### config.mk
export PLATFORM = sky130hd
export DESIGN_NAME = cond_exec_unit
export DESIGN_NICKNAME = d
export VERILOG_FILES = /design/src/rtl/cond_pkg.sv /design/src/rtl/cond_exec_unit_eval.sv /design/src/rtl/cond_exec_unit.sv
export SDC_FILE = /design/constraint.sdc
export NUM_CORES = 1
export LEC_CHECK = 0
export ABC_AREA = 0
export BUFFER_PORTS_ARGS = -buffer_cell sky130_fd_sc_hd__buf_2
export CORE_AREA = 4 4 49 51
export DETAILED_ROUTE_END_ITERATION = 10
export DIE_AREA = 0 0 53 55
export PLACE_DENSITY_LB_ADDON = 0.12
export SETUP_SLACK_MARGIN = 0.05
export SLEW_MARGIN = 20
export SYNTH_ARGS = -nofsm -noshare
export SYNTH_HDL_FRONTEND = slang
export SYNTH_SLANG_ARGS = --single-unit
export TNS_END_PERCENT = 1
### constraint.sdc
create_clock -name clk -period 2.6 [get_ports clk]
set_clock_uncertainty 0.2 [all_clocks]
set_input_delay 0.65 -clock clk [delete_from_list [all_inputs] [get_ports clk]]
set_output_delay 0.65 -clock clk [all_outputs]
set_load 0.1 [all_outputs]
### src/rtl/cond_pkg.sv
// Package for the conditional-execution unit.
// Holds the condition-code enum, the flag register layout and the
// flag write-group bit indices shared by cond_eval and cond_exec_unit.
package cond_pkg;

    localparam int FLAG_W = 4;

    // Bit positions inside flag_write_i
    localparam int FW_NZ = 1;
    localparam int FW_CV = 0;

    typedef enum logic [3:0] {
        COND_EQ = 4'b0000,
        COND_NE = 4'b0001,
        COND_CS = 4'b0010,
        COND_CC = 4'b0011,
        COND_MI = 4'b0100,
        COND_PL = 4'b0101,
        COND_VS = 4'b0110,
        COND_VC = 4'b0111,
        COND_HI = 4'b1000,
        COND_LS = 4'b1001,
        COND_GE = 4'b1010,
        COND_LT = 4'b1011,
        COND_GT = 4'b1100,
        COND_LE = 4'b1101,
        COND_AL = 4'b1110,
        COND_NV = 4'b1111
    } cond_e;

    // Architectural flag register, ordered {C,N,V,Z} from MSB to LSB
    typedef struct packed {
        logic c;
        logic n;
        logic v;
        logic z;
    } flags_t;

endpackage

### src/rtl/cond_exec_unit_eval.sv
// cond_eval: combinational ARM condition-code evaluator.
// Ports:
//   cond      - condition field (cond_e)
//   flags     - flags of the instruction's context (flags_t)
//   cond_true - condition holds for these flags; 1111 never holds
//   is_undef  - condition field is the reserved 1111 encoding
module cond_eval
    import cond_pkg::*;
(
    input  cond_e  cond,
    input  flags_t flags,
    output logic   cond_true,
    output logic   is_undef
);

    logic ge;
    logic hi;
    logic gt;

    assign ge = (flags.n == flags.v);
    assign hi = flags.c & ~flags.z;
    assign gt = ~flags.z & ge;

    always_comb begin
        cond_true = 1'b0;
        unique case (cond)
            COND_EQ: cond_true = flags.z;
            COND_NE: cond_true = ~flags.z;
            COND_CS: cond_true = flags.c;
            COND_CC: cond_true = ~flags.c;
            COND_MI: cond_true = flags.n;
            COND_PL: cond_true = ~flags.n;
            COND_VS: cond_true = flags.v;
            COND_VC: cond_true = ~flags.v;
            COND_HI: cond_true = hi;
            COND_LS: cond_true = ~hi;
            COND_GE: cond_true = ge;
            COND_LT: cond_true = ~ge;
            COND_GT: cond_true = gt;
            COND_LE: cond_true = ~gt;
            COND_AL: cond_true = 1'b1;
            COND_NV: cond_true = 1'b0;
            default: cond_true = 1'b0;
        endcase
    end

    assign is_undef = (cond == COND_NV);

endmodule

### src/rtl/cond_exec_unit.sv
// cond_exec_unit: multi-context conditional-execution stage.
// Keeps one {C,N,V,Z} flag register per context, evaluates the incoming
// instruction's condition against its context's registered flags, gates
// the write/branch enables and registers them into the next stage.
//
// Ports:
//   clk, rst_n                 - clock, async active-low reset
//   valid_i, ctx_i, cond_i     - instruction presence, context, condition
//   alu_flags_i, flag_write_i  - new flags and per-group write mask
//   reg_write_i, mem_write_i, pc_src_i - raw enables
//   stall_i, flush_i           - hold / kill the output stage
//   load_i, load_ctx_i, load_flags_i - flag restore port (ignores stall)
//   rd_ctx_i, rd_flags_o       - combinational flag read (0 if out of range)
//   valid_o, cond_ex_o, reg_write_o, mem_write_o, pc_src_o - output stage
//   undef_o                    - present only with COND_UNDEF_TRAP_EN
//
// Configuration macro: COND_UNDEF_TRAP_EN adds the undef_o trap output.
module cond_exec_unit
    import cond_pkg::*;
#(
    parameter int NCTX  = 2,
    parameter int CTX_W = (NCTX > 1) ? $clog2(NCTX) : 1
) (
    input  logic              clk,
    input  logic              rst_n,
    input  logic              valid_i,
    input  logic [CTX_W-1:0]  ctx_i,
    input  logic [3:0]        cond_i,
    input  logic [FLAG_W-1:0] alu_flags_i,
    input  logic [1:0]        flag_write_i,
    input  logic              reg_write_i,
    input  logic              mem_write_i,
    input  logic              pc_src_i,
    input  logic              stall_i,
    input  logic              flush_i,
    input  logic              load_i,
    input  logic [CTX_W-1:0]  load_ctx_i,
    input  logic [FLAG_W-1:0] load_flags_i,
    input  logic [CTX_W-1:0]  rd_ctx_i,
    output logic [FLAG_W-1:0] rd_flags_o,
    output logic              valid_o,
    output logic              cond_ex_o,
    output logic              reg_write_o,
    output logic              mem_write_o,
    output logic              pc_src_o
`ifdef COND_UNDEF_TRAP_EN
    ,
    output logic              undef_o
`endif
);

    flags_t flags_q [NCTX];

    flags_t ev_flags;
    flags_t rd_flags;
    flags_t alu_flags;
    flags_t ld_flags;
    logic   ctx_ok;
    logic   cond_true;
    logic   is_undef;
    logic   pass;
    logic   upd;

    assign alu_flags = flags_t'(alu_flags_i);
    assign ld_flags  = flags_t'(load_flags_i);

    // Context decode for the instruction and read ports. Matching only
    // against real context indices makes out-of-range indices read as 0
    // and keeps ctx_ok low for them.
    always_comb begin
        ev_flags = '0;
        rd_flags = '0;
        ctx_ok   = 1'b0;
        for (int k = 0; k < NCTX; k++) begin
            if (ctx_i == CTX_W'(k)) begin
                ev_flags = flags_q[k];
                ctx_ok   = 1'b1;
            end
            if (rd_ctx_i == CTX_W'(k)) begin
                rd_flags = flags_q[k];
            end
        end
    end

    assign rd_flags_o = rd_flags;

    cond_eval u_eval (
        .cond      (cond_e'(cond_i)),
        .flags     (ev_flags),
        .cond_true (cond_true),
        .is_undef  (is_undef)
    );

    assign pass = valid_i & cond_true & ctx_ok;
    assign upd  = pass & ~stall_i & ~flush_i;

    // Flag array. Restore takes priority over the instruction write on
    // all four bits of the same context.
    always_ff @(posedge clk or negedge rst_n) begin
        if (!rst_n) begin
            for (int k = 0; k < NCTX; k++) begin
                flags_q[k] <= '0;
            end
        end else begin
            for (int k = 0; k < NCTX; k++) begin
                if (load_i && (load_ctx_i == CTX_W'(k))) begin
                    flags_q[k] <= ld_flags;
                end else if (upd && (ctx_i == CTX_W'(k))) begin
                    if (flag_write_i[FW_NZ]) begin
                        flags_q[k].n <= alu_flags.n;
                        flags_q[k].z <= alu_flags.z;
                    end
                    if (flag_write_i[FW_CV]) begin
                        flags_q[k].c <= alu_flags.c;
                        flags_q[k].v <= alu_flags.v;
                    end
                end
            end
        end
    end

    // Output stage: flush beats stall, stall holds everything.
    always_ff @(posedge clk or negedge rst_n) begin
        if (!rst_n) begin
            valid_o     <= 1'b0;
            cond_ex_o   <= 1'b0;
            reg_write_o <= 1'b0;
            mem_write_o <= 1'b0;
            pc_src_o    <= 1'b0;
        end else if (flush_i) begin
            valid_o     <= 1'b0;
            cond_ex_o   <= 1'b0;
            reg_write_o <= 1'b0;
            mem_write_o <= 1'b0;
            pc_src_o    <= 1'b0;
        end else if (!stall_i) begin
            valid_o     <= valid_i;
            cond_ex_o   <= pass;
            reg_write_o <= reg_write_i & pass;
            mem_write_o <= mem_write_i & pass;
            pc_src_o    <= pc_src_i & pass;
        end
    end

`ifdef COND_UNDEF_TRAP_EN
    always_ff @(posedge clk or negedge rst_n) begin
        if (!rst_n) begin
            undef_o <= 1'b0;
        end else if (flush_i) begin
            undef_o <= 1'b0;
        end else if (!stall_i) begin
            undef_o <= valid_i & is_undef;
        end
    end
`else
    // The reserved encoding already fails in cond_eval; nothing to trap.
    logic unused_undef;
    assign unused_undef = is_undef;
`endif

endmodule

==> metrics.txt, run 1 <==
Post-synth EDFFs=0; ys async rst share=1.000; mapped cell area=927.1 sq um; detailed placement HPWL=1839 um; Critical path destination=flags_q[3]; WL final=2485 um; f_max=389.3 MHz; number of global-route vias before repair=855; WL per Instance=14.45 um; max cap viols=0; antenna cell count=0; Core Region=0.001942 sq mm; WP data required=2.61 ns; crit path launch type=flop; clk_lat worst skew=0.29 ns; die span in x=53 um; number of DRC markers in iteration 0=12; power share of the combinational group=0.480; WL met3=179 um; Yosys cell types=32; final setup fails=0; final net count=172; CTS Root Cell=clkbuf_4; clock-pin transition on the worst setup and hold timing paths=0.08 ns; DRT antenna net count=0; clock sink count=13; yosys warns=0; die area=0.002915 sq mm; Max Used Layer=met4; Metal-1 WL=1050 um; critical path peak fanout=7; H-tree depth=1; first-pass GRT wire length=3988 um; number of core rows=16; sequential power share=0.345; met2 routed WL=1209 um; CTS buffer count=3; leakage=0.5834 nW; Tot GR Track Use=0.1876; CP Data Arrival Time=2.57 ns; Pint=0.4259 mW; max_slew headroom=0.6758; Worst VDD drop=0.0003786 V; Clock power frac=0.175; largest net degree at the start of global routing=15; vias per cell=5.453; I/O Pins=35; area delta synth->final=41.16%; Vias=938; Final Cycle Share=0.9880; fin. max-slew vios=0; flops & latches, synth=13; # DRC=0; Setup crit start=flags_q[2]; RSZ-0062 raised after global routing=true; Yosys top cell area share=0.3509; Cell Pwr Density=561.5 mW/mm^2; Worst Tran Pin Value=0.4897 ns; min Tclk post-route=2.569 ns; Hold Vio Cnt, Final=0; Worst R2R Path Depth=8; register area share after synthesis=0.3509; initial antenna violation count=0; drt pass-1 iters=4; GRT overflow=0; die height=55 um; Post-Syn Instances=103; outcome=finished, final reports clean; reg2reg end=flags_q[3]; worst setup path category=reg2reg; most frequent cells after synthesis=dfrtp_1 (13), nand2_1 (10), nor2_1 (10); Hold Crit Class=in2async; CTS tree=yes; ranking of synthesized cells by area=dfrtp_1 (35%), a31oi_1 (6.1%), or3b_1 (5.7%), mux2_2 (4.9%), mux4_2 (4.9%); maximum buffer depth of the clock tree=2; layout cells sized above 1=0.4276; switching part of the total=0.4204; Post-synth top flop=dfrtp_1; Buffers on Ports=34; most instantiated library cell after synthesis=dfrtp_1; R2R setup slack=0.03 ns; Final Non-Filler Cells=172; Syn Nets=129; Setup crit end kind=flop; cell taking the most area after synthesis=dfrtp_1; Layout Utilization=0.6740; Mapped Avg Cell Area=9.001 sq um; NetSw=0.3089 mW; GPL Wtd Cong=0.8171; r2r startpoint=flags_q[2]; placed insts=165; initial core utilization=0.4774
==> power groups by stage <==
| stage | Sequential (mW) | Clock [mW] | Combinational [mW] |
|---|---|---|---|
| final | 0.254 | 0.128 | 0.353 |
| after global routing | 0.257 | 0.136 | 0.373 |
| after CTS | 0.251 | 0.129 | 0.334 |
| after detailed placement | 0.254 | 0 | 0.328 |
| after global placement | 0.253 | 0 | 0.323 |
| after floorplan | 0.276 | 0 | 0.191 |
==> registers in the layout, indices dropped and copies added (netlist names) <==
| name | cells |
|---|---|
| pc_src_o | 1 |
| cond_ex_o | 1 |
| reg_write_o | 1 |
| valid_o | 1 |
| mem_write_o | 1 |
| flags_q | 8 |
==> cells by family (layout without fill, tap and decap cells) <==
group                  count (synthesis)  in the layout  synth area share
AO/OA/AOI/OAI                         27             27            0.1768
XOR/XNOR                               5              5           0.04723
buffers and inverters                  9             51           0.04992
flip-flops                            13             13            0.3509
multiplexers                           9              9            0.1349
AND/OR/NAND/NOR                       40             40            0.2402
==> worst max-delay path: stages (launching register included) <==
cell and delay, ns:
dfrtp_2 0.45, xnor2_2 0.15, mux4_2 0.50, xnor2_2 0.16, o22ai_1 0.23, a31oi_2 0.07, buf_4 0.18, or3b_4 0.36
a31oi_1 0.18
==> final cells by class <==
type                    instances  area, sq um
fillers                       177        633.1
clock buffers                   3        22.52
clock inverters                 1        5.005
multi-input cells              81        604.3
inverters                       4        15.01
well taps                      27        33.78
repair buffers                 43        301.5
flip-flops and latches         13        326.6
==> per-layer routing <==
| metal | vias to the layer above | GRT usage |
|---|---|---|
| li1 | 464 | - |
| met1 | 428 | 0.2609 |
| met2 | 41 | 0.3017 |
| met3 | 5 | 0.01609 |
| met4 | 0 | 0.07660 |
| met5 | - | 0 |
==> through the flow <==
stage / hold slack, ns / area, sq um / power, mW / setup TNS (ns) / worst slack [ns]
4_1_cts: 0.04641 / 1250 / 0.7138 / 0 / 0.03800
3_5_place_dp: 0.2649 / 1205 / 0.5820 / -1.802 / -0.3211
5_1_grt: 0.05915 / 1309 / 0.7660 / -0.3242 / -0.06314
3_3_place_gp: 0.2554 / 1205 / 0.5757 / -1.064 / -0.2068
2_1_floorplan: 0.1544 / 927.1 / 0.4665 / 0 / 0.1027
6_report: 0.03762 / 1309 / 0.7348 / 0 / 0.03116
==> how the worst min path moves through the flow <==
stage	start	endpoint	slack, ns
2_1_floorplan	rst_n	cond_ex_o	0.15
3_3_place_gp	cond_ex_o	cond_ex_o	0.26
3_5_place_dp	cond_ex_o	cond_ex_o	0.26
4_1_cts	rst_n	pc_src_o	0.05
5_1_grt	rst_n	flags_q[0]	0.06
6_report	rst_n	pc_src_o	0.04
==> cells in the final DEF, fill, tap and decap left out, types with 3 or more instances in the layout <==
cell      count
nand2b_1      4
buf_4         8
buf_2        30
dfrtp_1      12
nand2_1      10
or3b_1        6
o21ai_1       4
a31oi_1       8
o21ai_0       6
mux2_2        4
buf_12        4
clkbuf_4      3
nor2b_1       3
inv_1         4
nor2_1       10
==> what timing repair did <==
| action | 4_1_cts | 5_1_grt |
|---|---|---|
| buffers inserted | 0 | 2 |
| hold buffers | 0 | 0 |
| pin swaps | 0 | 17 |
| gates cloned | 0 | 1 |
| endpoints found under the setup margin | 1 | 7 |
| resized for setup | 2 | 12 |
Note: power is estimated with default switching activity, not from simulation.
==> inputs of run 2 (changes only) <==
--- a/config.mk
+++ b/config.mk
@@ -7,13 +7,14 @@
 export LEC_CHECK = 0
 export ABC_AREA = 0
 export BUFFER_PORTS_ARGS = -buffer_cell sky130_fd_sc_hd__buf_2
-export CORE_AREA = 4 4 49 51
+export CORE_AREA = 4 4 42 62
 export DETAILED_ROUTE_END_ITERATION = 10
-export DIE_AREA = 0 0 53 55
+export DIE_AREA = 0 0 46 66
 export PLACE_DENSITY_LB_ADDON = 0.12
 export SETUP_SLACK_MARGIN = 0.05
 export SLEW_MARGIN = 20
 export SYNTH_ARGS = -nofsm -noshare
 export SYNTH_HDL_FRONTEND = slang
+export SYNTH_HIERARCHICAL = 1
 export SYNTH_SLANG_ARGS = --single-unit
 export TNS_END_PERCENT = 1
==> metrics.txt, run 2 <==
outcome=finished, final reports clean; clock sink count=13 (unchanged); yosys warns=6 (+6); r2r startpoint=flags_q[6]; Buffers on Ports=34 (unchanged); maximum buffer depth of the clock tree=2 (unchanged); die span in x=46 um (-13%); Mapped Avg Cell Area=8.874 sq um (-1.4%); GPL Wtd Cong=0.8432 (+3.2%); detailed placement HPWL=2065 um (+12%); Most flops, register=flags_q; most common cell after layout, fill and taps aside=buf_2; largest net degree at the start of global routing=14 (-1); clock-pin transition on the worst setup and hold timing paths=0.07 ns (about the same); critical path cell sequence=buf_12 > mux2_4 > nor3_4 > o22ai_2 > a31o_2 > a211oi_4 > nand4b_1 > o21ai_0 > a31oi_1; die height=66 um (+20%); R2R setup slack=0.12 ns (+0.09 ns); initial antenna violation count=0 (unchanged); placed insts=161 (-2.4%); final net count=172 (unchanged); number of core rows=20 (+4); I/O Pins=35 (unchanged); WL per Instance=15.31 um (+6.0%); WL final=2557 um (+2.9%); Final Non-Filler Cells=167 (-2.9%); Hold Crit Class=in2async; critical path peak fanout=5 (-2); Metal-1 WL=906 um (-14%); leakage=0.5685 nW (-2.5%); CP Data Arrival Time=2.53 ns (-0.04 ns); Buf/Inv on CP=1 (unchanged); drt pass-1 iters=4 (unchanged); Tot GR Track Use=0.1895 (+0.001879); Slowest cell on crit path=a211oi_4; WP data required=2.55 ns (-0.06 ns); # DRC=0 (unchanged); Vias=953 (+1.6%); GRT overflow=0 (unchanged); max_slew headroom=0.6779 (+0.002156); layout cells sized above 1=0.4345 (+0.006897); initial core utilization=0.4671 (-0.01038); Cell Pwr Density=560.4 mW/mm^2 (-0.19%); f_max=386.6 MHz (-0.69%); Post-Syn Instances=108 (+4.9%); Worst VDD drop=0.0003360 V (-11%); H-tree depth=1 (unchanged); reg2reg end=flags_q[3]; Pwr Total=0.7376 mW (+0.38%); Worst Tran Pin Value=0.4865 ns (-0.003256 ns); min Tclk post-route=2.587 ns (+0.01785 ns); most frequent cells in the layout=buf_2 (29), dfrtp_1 (13), nor2_1 (11); vias per cell=5.707 (+4.6%); max cap viols=0 (unchanged); crit path launch type=primary input; Syn Nets=134 (+3.9%); clk_lat worst skew=0.27 ns (-0.02 ns); die area=0.003036 sq mm (+4.2%); Hold Vio Cnt, Final=0 (unchanged); Worst R2R Path Depth=8 (unchanged); WL met3=139 um (-22%); CTS Root Cell=clkbuf_4; Worst path max stage delay=0.34 ns (-0.16 ns); Largest register FFs=8 (unchanged); RSZ-0062 raised after global routing=true; Max Used Layer=met4; area delta synth->final=37.34%; worst setup path category=in2reg; DRT antenna net count=0 (unchanged); fin. max-slew vios=0 (unchanged); Setup crit end kind=flop; CTS tree=yes; final setup fails=0 (unchanged); number of global-route vias before repair=1003 (+17%); Hold Buf Count CTS=0 (unchanged); fillers=191 (+7.9%); Final Cycle Share=0.9949 (+0.006867); met2 routed WL=1422 um (+18%); CTS buffer count=3 (unchanged); number of DRC markers in iteration 0=13 (+1); mapped cell area=958.4 sq um (+3.4%); critical path's top delay family=compound AO/OA/AOI/OAI gates; antenna cell count=0 (unchanged); first-pass GRT wire length=4188 um (+5.0%); Core Region=0.002052 sq mm (+5.7%)
==> run 2: area by class of cell <==
type / count / area [sq um] / area share
flip-flops and latches: 13 / 325.3 / 0.2471
inverters: 1 / 3.754 / 0.002852
multi-input cells: 87 / 639.4 / 0.4857
well taps: 22 / 27.53 / 0.02091
repair buffers: 40 / 294.0 / 0.2234
clock buffers: 4 / 26.28 / 0.01996
==> run 2: stage by stage <==
step / hold slack (ns) / cell area [sq um] / TNS (ns) / utilization / setup slack (ns)
3_3_place_gp: 0.3033 / 1234 / -1.628 / 0.6012 / -0.2068
2_1_floorplan: 0.1544 / 1003 / -0.4968 / - / -0.06687
6_report: 0.04996 / 1316 / 0 / 0.6415 / 0.01330
5_1_grt: 0.05322 / 1316 / -0.5203 / 0.6415 / -0.09613
4_1_cts: 0.06064 / 1262 / 0 / 0.6152 / 0.07945
3_5_place_dp: 0.3273 / 1234 / -2.320 / 0.6012 / -0.2658
==> run 2: worst register-to-register path: stages (launching register included) <==
cell and delay (ns):
dfrtp_1 0.40, mux2_4 0.31, nor3_4 0.19, o22ai_2 0.08, a31o_2 0.26, a211oi_4 0.34
nand4b_1 0.22, o21ai_0 0.24, a31oi_1 0.11
==> run 2: how the worst max path moves through the flow <==
| stage | from | to | slack [ns] | depth (start not counted) |
|---|---|---|---|---|
| 3_5_place_dp | ctx_i | flags_q[6] | -0.27 | 9 |
| 3_3_place_gp | ctx_i | flags_q[6] | -0.21 | 9 |
| 2_1_floorplan | ctx_i | flags_q[4] | -0.07 | 9 |
| 6_report | ctx_i | flags_q[3] | 0.01 | 9 |
| 4_1_cts | ctx_i | flags_q[1] | 0.08 | 9 |
| 5_1_grt | ctx_i | flags_q[5] | -0.1 | 9 |
==> run 2: report_power, final <==
part | switching [mW] | internal [mW] | leakage (nW)
clock network | 0.0607 | 0.0594 | 0.0150
logic | 0.226 | 0.152 | 0.397
registers | 0.0156 | 0.224 | 0.157
total | 0.302 | 0.435 | 0.569
==> run 2: routing by layer <==
metal | up-vias | track usage
met1 | 432 | 0.2068
met5 | - | 0
met3 | 10 | 0.03542
li1 | 477 | -
met2 | 34 | 0.3241
met4 | 0 | 0.1068
==> run 2: timing repair <==
item,in CTS,in global routing
pin swaps,3,11
endpoints found under the hold margin,0,0
setup endpoints to repair,5,8
gates resized for setup,1,14
setup buffers,0,2
==> inputs of run 3 (changes only) <==
--- a/config.mk
+++ b/config.mk
@@ -5,11 +5,11 @@
 export SDC_FILE = /design/constraint.sdc
 export NUM_CORES = 1
 export LEC_CHECK = 0
-export ABC_AREA = 0
+export ABC_AREA = 1
 export BUFFER_PORTS_ARGS = -buffer_cell sky130_fd_sc_hd__buf_2
-export CORE_AREA = 4 4 42 62
+export CORE_AREA = 4 4 44 65
 export DETAILED_ROUTE_END_ITERATION = 10
-export DIE_AREA = 0 0 46 66
+export DIE_AREA = 0 0 48 69
 export PLACE_DENSITY_LB_ADDON = 0.12
 export SETUP_SLACK_MARGIN = 0.05
 export SLEW_MARGIN = 20
==> constraint.sdc (replaced) <==
create_clock -name clk -period 2.8 [get_ports clk]
set_clock_uncertainty 0.2 [all_clocks]
set_input_delay 0.7 -clock clk [delete_from_list [all_inputs] [get_ports clk]]
set_output_delay 0.7 -clock clk [all_outputs]
set_load 0.1 [all_outputs]
==> metrics.txt, run 3 <==
outcome=finished, final reports clean; Worst Tran Pin Value=0.4879 ns (+0.001383 ns); mapped cell area=0.001089 sq mm (+14%); most frequent cells in the layout=nand2_1 (53), buf_2 (34), nand3_1 (32); leakage=0.7548 nW (+33%); maximum buffer depth of the clock tree=2 (unchanged); max cap viols=0 (unchanged); GPL Wtd Cong=0.8584 (+1.8%); most common cell after layout, fill and taps aside=nand2_1; WL per Instance=11.16 um (-27%); largest net degree at the start of global routing=16 (+2); Mapped Avg Cell Area=6.441 sq um (-27%); H-tree depth=1 (unchanged); critical path peak fanout=8 (+3); f_max=422.9 MHz; CTS Root Cell=clkbuf_4; drt pass-1 iters=6 (+2); worst setup path category=in2out; clk_lat worst skew=0.28 ns (about the same); Buffers on Ports=34 (unchanged); Post CTS Setup Buffer Count=0 (unchanged); number of global-route vias before repair=1095 (+9.2%); RSZ-0062 raised after global routing=false; clock sink count=13 (unchanged); CP Data Arrival Time=1.46 ns (-1.07 ns); min Tclk post-route=2.365 ns; Syn Nets=195 (+46%); layout cells sized above 1=0.2772 (-0.1573); max_slew headroom=0.6770 (-0.0009160); crit path launch type=primary input; clock-pin transition on the worst setup and hold timing paths=0.08 ns (about the same); detailed placement HPWL=2106 um (+2.0%); area delta synth->final=15.98%; Hold Crit Class=in2async; fin. max-slew vios=0 (unchanged); Setup crit end kind=output pin; number of core rows=21 (+5.0%); initial antenna violation count=0 (unchanged); Largest register FFs=8 (unchanged); # DRC=0 (unchanged); WP data required=1.90 ns (-0.65 ns); Cell Pwr Density=466.7 mW/mm^2 (-17%); final net count=229 (+33%); CTS buffer count=3 (unchanged); Tot GR Track Use=0.1696 (-0.01980); WL final=2511 um (-1.8%); WHS=0.08620 ns (+0.03623 ns); GRT overflow=0 (unchanged); die height=69 um (+4.5%); Core Region=0.002260 sq mm (+10%); first-pass GRT wire length=4243 um (+1.3%); Hold Vio Cnt, Final=0 (unchanged); DRT antenna net count=0 (unchanged); final setup fails=0 (unchanged); Most flops, register=flags_q; Hold Buf Count CTS=0 (unchanged); yosys warns=6 (unchanged); Final Cycle Share=0.8446; die area=0.003312 sq mm (+9.1%); post-CTS sizing=0 (-1); vias per cell=5.151 (-9.7%); fillers=246 (+29%); Placed Area=0.001235 sq mm (+0.10%); I/O Pins=35 (unchanged); Worst VDD drop=0.0002803 V (-17%); Post-Syn Instances=169 (+56%); number of DRC markers in iteration 0=23 (+10); design area=0.001262 sq mm (-4.1%); Vias=1159 (+22%); antenna cell count=0 (unchanged); CTS tree=yes; die span in x=48 um (+4.3%); initial core utilization=0.4817 (+0.01465)
==> run 3: cell count changes in the layout (fill, tap and decap cells not counted), moves of 5 or more <==
cell	delta
buf_2	+5
a31oi_1	-8
buf_12	-5
buf_4	-5
inv_1	+19
nand2_1	+46
nand4b_1	-5
o21ai_2	+5
o21ai_0	+6
nand3_1	+24
mux2_2	-5
==> run 3: final timing paths <==
path / slack (ns) / endpoint / start / cells past startpoint
worst min-delay path: 0.09 / pc_src_o / rst_n / 1
min in group clk: 0.31 / valid_o / valid_o / 2
max in group asynchronous: 2.08 / flags_q[3] / rst_n / 1
worst max-delay path: 0.44 / rd_flags_o[2] / rd_ctx_i / 4
worst max register to register: 0.69 / flags_q[4] / flags_q[5] / 15
worst min register to register: 0.31 / valid_o / valid_o / 2
==> run 3: power by group <==
| part | switching (mW) | internal, mW |
|---|---|---|
| Sequential | 0.0124 | 0.207 |
| Clock | 0.0661 | 0.0531 |
| Combinational | 0.187 | 0.0632 |
==> run 3: routing by layer <==
metal	global-route usage	vias to the layer above	share of wire
met1	0.1688	520	0.39
met4	0.08982	0	0.030
li1	-	603	-
met3	0.03125	6	0.059
met2	0.3004	30	0.52
met5	0	-	0
==> run 3: cell type report <==
class / instances / area, sq um / area share
clock buffers: 3 / 22.52 / 0.01784
clock inverters: 1 / 5.005 / 0.003964
inverters: 24 / 92.59 / 0.07334
multi-input cells: 127 / 618.1 / 0.4896
flip-flops and latches: 13 / 325.3 / 0.2577
well taps: 23 / 28.78 / 0.02279
repair buffers: 34 / 170.2 / 0.1348
==> run 3: worst max-delay path: stages <==
cell	delay, ns
buf_2	0.16
nand2_1	0.07
o21ai_1	0.09
buf_2	0.45
==> run 3: stage by stage <==
stage                     TNS, ns  utilization  power [mW]  cells  setup WS, ns
after floorplan           -0.4511            -      0.4216    169       -0.1504
after global placement          0       0.5465      0.4720    221        0.1774
after detailed placement        0       0.5465      0.4756    221        0.1775
after CTS                       0       0.5587      0.5953    225        0.4369
after global routing            0       0.5587      0.6307    225        0.2065
final                           0       0.5587      0.5892    225        0.4351
